--- src/rtl/mem_responder_if.sv ---
// Memory bus between the driver/monitor environment and mem_responder.
// Optional statistics signals exist only when MEM_RESPONDER_STATS_EN is defined.
interface mem_responder_if #(
  parameter int unsigned ADDR_WIDTH = 2,
  parameter int unsigned DATA_WIDTH = 8
);
  logic [ADDR_WIDTH-1:0] addr;
  logic                  wr_en;
  logic                  rd_en;
  logic [DATA_WIDTH-1:0] wdata;
  logic [DATA_WIDTH-1:0] rdata;
  logic                  rvalid;
  logic                  err;
  logic [7:0]            err_count;
`ifdef MEM_RESPONDER_STATS_EN
  logic [15:0]           wr_count;
  logic [15:0]           rd_count;

  modport master (
    output addr, wr_en, rd_en, wdata,
    input  rdata, rvalid, err, err_count, wr_count, rd_count
  );
  modport slave (
    input  addr, wr_en, rd_en, wdata,
    output rdata, rvalid, err, err_count, wr_count, rd_count
  );
`else
  modport master (
    output addr, wr_en, rd_en, wdata,
    input  rdata, rvalid, err, err_count
  );
  modport slave (
    input  addr, wr_en, rd_en, wdata,
    output rdata, rvalid, err, err_count
  );
`endif
endinterface

--- src/rtl/mem_responder.sv ---
// Memory-side responder: register-file memory, single-port write, pipelined read with a
// per-stage valid bit, and wr/rd collision detection with a saturating error counter.
// Optional: define MEM_RESPONDER_STATS_EN to add saturating wr_count/rd_count outputs.
module mem_responder #(
  parameter int unsigned          ADDR_WIDTH   = 2,
  parameter int unsigned          DATA_WIDTH   = 8,
  parameter int unsigned          READ_LATENCY = 1,   // legal range 1..4
  parameter logic [DATA_WIDTH-1:0] RESET_VALUE = '0
) (
  input logic            clk,
  input logic            reset,
  mem_responder_if.slave bus
);

  localparam int unsigned DEPTH = 2 ** ADDR_WIDTH;

  logic [DATA_WIDTH-1:0]                   mem_q [DEPTH];
  logic [READ_LATENCY-1:0]                 valid_q;
  logic [READ_LATENCY-1:0][DATA_WIDTH-1:0] data_q;
  logic                                    err_q;
  logic [7:0]                              err_count_q;

  logic collide;
  logic do_read;
  logic do_write;

  assign collide  = bus.wr_en & bus.rd_en;
  assign do_read  = bus.rd_en & ~bus.wr_en;
  assign do_write = bus.wr_en & ~bus.rd_en;

  // Storage: reset every entry, otherwise write on a clean (non-colliding) write request.
  always_ff @(posedge clk or posedge reset) begin
    if (reset) begin
      for (int unsigned i = 0; i < DEPTH; i++) begin
        mem_q[ADDR_WIDTH'(i)] <= RESET_VALUE;
      end
    end else if (do_write) begin
      mem_q[bus.addr] <= bus.wdata;
    end
  end

  // Read pipeline: data only moves with a valid token, so the last stage holds its last result.
  always_ff @(posedge clk or posedge reset) begin
    if (reset) begin
      valid_q <= '0;
      data_q  <= '0;
    end else begin
      valid_q[0] <= do_read;
      if (do_read) begin
        data_q[0] <= mem_q[bus.addr];
      end
      for (int unsigned i = 1; i < READ_LATENCY; i++) begin
        valid_q[i] <= valid_q[i-1];
        if (valid_q[i-1]) begin
          data_q[i] <= data_q[i-1];
        end
      end
    end
  end

  // Collision strobe and saturating collision counter.
  always_ff @(posedge clk or posedge reset) begin
    if (reset) begin
      err_q       <= 1'b0;
      err_count_q <= 8'h00;
    end else begin
      err_q <= collide;
      if (collide && (err_count_q != 8'hFF)) begin
        err_count_q <= err_count_q + 8'd1;
      end
    end
  end

  assign bus.rdata     = data_q[READ_LATENCY-1];
  assign bus.rvalid    = valid_q[READ_LATENCY-1];
  assign bus.err       = err_q;
  assign bus.err_count = err_count_q;

`ifdef MEM_RESPONDER_STATS_EN
  logic [15:0] wr_count_q;
  logic [15:0] rd_count_q;

  // Saturating counts of successful writes and of reads at issue time.
  always_ff @(posedge clk or posedge reset) begin
    if (reset) begin
      wr_count_q <= 16'h0000;
      rd_count_q <= 16'h0000;
    end else begin
      if (do_write && (wr_count_q != 16'hFFFF)) begin
        wr_count_q <= wr_count_q + 16'd1;
      end
      if (do_read && (rd_count_q != 16'hFFFF)) begin
        rd_count_q <= rd_count_q + 16'd1;
      end
    end
  end

  assign bus.wr_count = wr_count_q;
  assign bus.rd_count = rd_count_q;
`endif

endmodule

--- src/flat_wrapper.sv ---
// flat-port wrapper written by rule: the top's interface ports become plain ports
module mem_responder_flat 
#(
  parameter int unsigned          ADDR_WIDTH   = 2,
  parameter int unsigned          DATA_WIDTH   = 8,
  parameter int unsigned          READ_LATENCY = 1,                      
  parameter logic [DATA_WIDTH-1:0] RESET_VALUE = '0
)
  (clk, reset, bus_addr, bus_wr_en, bus_rd_en, bus_wdata, bus_rdata, bus_rvalid, bus_err, bus_err_count);
  mem_responder_if #(.ADDR_WIDTH(ADDR_WIDTH), .DATA_WIDTH(DATA_WIDTH)) bus_i ();
  input logic clk;
  input logic reset;
  input wire logic [$bits(bus_i.addr)-1:0] bus_addr;
  input wire logic [$bits(bus_i.wr_en)-1:0] bus_wr_en;
  input wire logic [$bits(bus_i.rd_en)-1:0] bus_rd_en;
  input wire logic [$bits(bus_i.wdata)-1:0] bus_wdata;
  output wire logic [$bits(bus_i.rdata)-1:0] bus_rdata;
  output wire logic [$bits(bus_i.rvalid)-1:0] bus_rvalid;
  output wire logic [$bits(bus_i.err)-1:0] bus_err;
  output wire logic [$bits(bus_i.err_count)-1:0] bus_err_count;
  assign bus_i.addr = bus_addr;
  assign bus_i.wr_en = bus_wr_en;
  assign bus_i.rd_en = bus_rd_en;
  assign bus_i.wdata = bus_wdata;
  assign bus_rdata = bus_i.rdata;
  assign bus_rvalid = bus_i.rvalid;
  assign bus_err = bus_i.err;
  assign bus_err_count = bus_i.err_count;
  mem_responder #(.ADDR_WIDTH(ADDR_WIDTH), .DATA_WIDTH(DATA_WIDTH), .READ_LATENCY(READ_LATENCY), .RESET_VALUE(RESET_VALUE)) u_core (.clk(clk), .reset(reset), .bus(bus_i));
endmodule
--- config.mk ---
export PLATFORM = sky130hd
export DESIGN_NAME = mem_responder_flat
export DESIGN_NICKNAME = d
export VERILOG_FILES = /design/src/rtl/mem_responder_if.sv /design/src/rtl/mem_responder.sv /design/src/flat_wrapper.sv
export SDC_FILE = /design/constraint.sdc
export NUM_CORES = 1
export LEC_CHECK = 0
export ABC_AREA = 1
export BUFFER_PORTS_ARGS = -buffer_cell sky130_fd_sc_hd__buf_2
export CAP_MARGIN = 10
export CORE_ASPECT_RATIO = 1.75
export CORE_MARGIN = 5
export CORE_UTILIZATION = 50
export CTS_CLUSTER_SIZE = 40
export DETAILED_ROUTE_END_ITERATION = 12
export PLACE_DENSITY = 0.71
export SETUP_SLACK_MARGIN = 0.02
export SLEW_MARGIN = 10
export SYNTH_ARGS = -nofsm -noshare
export SYNTH_HDL_FRONTEND = slang
export SYNTH_SLANG_ARGS = --single-unit
--- constraint.sdc ---
create_clock -name clk -period 1.8 [get_ports clk]
set_input_delay 0.54 -clock clk [delete_from_list [all_inputs] [get_ports clk]]
set_output_delay 0.54 -clock clk [all_outputs]
set_load 0.02 [all_outputs]
==> results by group <==
Worst setup path
  – Crit-path leading delay family: flip-flops
  – Startpoint type of the worst setup path: register
  – Critical-path top delay cell: dfrtp_1
  – CP required: about 1.3 ns
  – Worst EP arrival: 1.02 ns
  – Critical path class: reg -> out
  – CP Max Fanout: 8
  – Cells along the critical path: buf_2
  – Critical path endpoint category: output pin
  – Crit-path max cell delay: ~0.50 ns
  – Buffers & Inverters on Critical Path: 1

Logic synthesis
  – Synth top area cells: dfrtp_1 50%, nand3_1 9.9%, nand2_1 9.1%
  – Post-synth EDFFs: 0
  – Ranking of synthesized cells by instance count: 60 x nand2_1, 50 x dfrtp_1, 49 x nand3_1
  – Cell variety after synth: 27
  – Count leader, synth: nand2_1
  – Sequential cell area fraction in the yosys report: 0.505
  – Main synth FF type: dfrtp_1
  – Syn Inst Count: 264
  – Asr flop ratio synth: 1.00
  – Synth Warn #: 0
  – Synth Cell Area: approximately 2500 um^2
  – Yosys reg bits: 50
  – Synth area leader: dfrtp_1
  – Mapped Avg Cell Area: approximately 9.4 um^2
  – Syn Nets: about 280
  – Yosys top cell area share: 0.505

Detailed routing
  – 1st-iter DRT viols: between 80 and 90
  – Routed vias: 1824
  – Antenna-violating nets left: 0
  – Detailed Route WL: just under 5000 um
  – Remaining DRCs: 0
  – Vias/cell: between 5 and 6
  – Pre-antenna DRT Iters: 7
  – WL/cell: ~14 um

Layout
  – Synth-to-Final Area Change: 10.4%
  – Register Area: about 1300 um^2
  – Design area: 2740 um^2
  – Post-Layout Cell Count: about 350
  – # nets final: around 310
  – Fraction of layout cells with a size suffix above 1: 0.283
  – Fillcell total: between 400 and 500
  – Multi-input logic area: just over 1000 um^2
  – Diodes inserted: 0

Status
  – Outcome: finished clean

Power and ir drop
  – Clock network power share: 0.273
  – Switching Fraction: 0.310
  – Sequential share of power: 0.506
  – Psw: 920 uW
  – Int Pwr: around 2000 uW
  – VDD IR max: between 0.8 and 0.9 mV
  – Leakage Power: about 0.0013 uW
  – Comb power frac: 0.221
  – PD cells: between 1000 and 1500 nW/um^2

Placed design
  – Post-detail-place hpwl: 3540 um
  – Port bufs: 31
  – Placed inst area: about 2600 um^2
  – Placed insts: 340
  – GP Congestion: around 0.79

Timing
  – RSZ-0062 raised after global routing: no
  – WHS: about 0.26 ns
  – Normalized max-slew margin: 0.783
  – Skew final: just under 0.008 ns
  – Final TNS setup: 0 ns
  – Fin crit share: 0.866
  – Setup violators final: 0
  – Slew Viols, Final: 0
  – Slew @ Worst Pin: between 0.3 and 0.4 ns
  – Final hold violations: 0
  – Max Fclk: approximately 0.64 GHz
  – Final worst path period need: roughly 1.6 ns

Global routing
  – Global Route Usage Sum: 0.166
  – Maximum number of pins on one net before global-route repair: 51
  – Vias in the first global route: 1821
  – First-pass GRT wire length: approximately 8500 um
  – Overflow left after global routing: 0
  – Initial antenna violation count: 0

Floorplan
  – Num rows: 34
  – Die area: between 6000 and 7000 um^2
  – Core region area: 4890 um^2
  – I/O Pins: 32
  – Die Wd: roughly 63 um
  – Initial Util: 0.507
  – Die H: about 100 um

Clock tree
  – Sink Count: 50
  – Buffer depth of the longest clock path: 2
  – CTS Root Cell: clkbuf_8
  – Total CTS buffers: 5
  – Post-CTS Hold Buffers: 0
  – CTS tree: yes
  – Post CTS Setup Buffer Count: 0
  – # H-tree levels: 2
  – Clock Latency Late Sink: about 0.3 ns
  – Post-cts sizing count: 0
  – Clk pin slew, worst setup/hold paths: about 0.090 ns

Worst hold path
  – Worst Hold Class: in -> async

Flow run
  – Max_cap viols: 0
through the flow:
step | util | setup slack [ns] | power (uW)
floorplan | - | 0.0588 | 2000
global placement | 0.537 | 0.295 | 2160
detailed placement | 0.537 | 0.264 | 2180
CTS | 0.560 | 0.236 | 2980
global route | 0.560 | 0.168 | 3150
finish | 0.560 | 0.241 | 2960
worst paths after layout:
| path | to | from | depth (start not counted) | slack (ns) |
|---|---|---|---|---|
| max in group asynchronous | u_core.mem_q[24] | reset | 3 | 1.30 |
| max | bus_err_count[2] | u_core.bus.err_count[2] | 1 | 0.24 |
| min in group clk | u_core.mem_q[22] | u_core.mem_q[22] | 2 | 0.49 |
| min reg2reg | u_core.mem_q[22] | u_core.mem_q[22] | 2 | 0.49 |
| max reg2reg | u_core.bus.err_count[2] | u_core.bus.err_count[0] | 7 | 0.34 |
| min | u_core.mem_q[10] | reset | 3 | 0.26 |
power by group through the flow:
stage / combinational, uW / sequential [uW] / clock [uW]
6_report: 656 / 1500 / 808
5_1_grt: 739 / 1530 / 873
4_1_cts: 665 / 1500 / 821
3_5_place_dp: 663 / 1520 / 0
3_3_place_gp: 644 / 1520 / 0
2_1_floorplan: 446 / 1560 / 0
logic make-up after synthesis:
| family | synth area share |
|---|---|
| and+or+nand+nor | 0.288 |
| DFF | 0.505 |
| AOI/OAI and AO/OA | 0.121 |
| buffers and inverters | 0.0777 |
| xor gates and xnor gates | 0.00353 |
| adders and majority gates | 0.00505 |
routing by layer:
metal	up-vias	track usage	share of wire
met4	0	0.0768	0.022
met2	44	0.293	0.51
li1	933	-	-
met5	-	0	0
met1	839	0.197	0.43
met3	8	0.0284	0.038
registers in the layout, summed over array words and instances (netlist names):
name                  cells
u_core.bus.err            1
u_core.bus.rvalid         1
u_core.mem_q             32
u_core.bus.err_count      8
u_core.bus.rdata          8
cells in the final DEF (no fill, tap or decap), drive strengths merged:
| cell | netlist | final |
|---|---|---|
| dfrtp | 50 | 50 |
| clkinv | 1 | 1 |
| xnor2 | 1 | 1 |
| a21o | 1 | 1 |
| o21ai | 33 | 33 |
| ha | 1 | 1 |
| bufinv | 0 | 1 |
| nand4 | 3 | 3 |
| buf | 12 | 34 |
| clkbuf | 0 | 6 |
| or2 | 8 | 8 |
| nor3 | 1 | 1 |
| nand3 | 53 | 53 |
| nor2 | 7 | 7 |
| nand3b | 1 | 1 |
| inv | 19 | 19 |
| nand2 | 65 | 65 |
| o21a | 8 | 8 |
final cells by class:
cell class	count	share of cell area
flip-flops and latches	50	0.457
clock buffers	6	0.0302
well taps	54	0.0247
clock inverters	1	0.0110
repair buffers	34	0.0695
inverters	20	0.0297
multi-input cells	182	0.378
(Power assumes the default switching activity.)
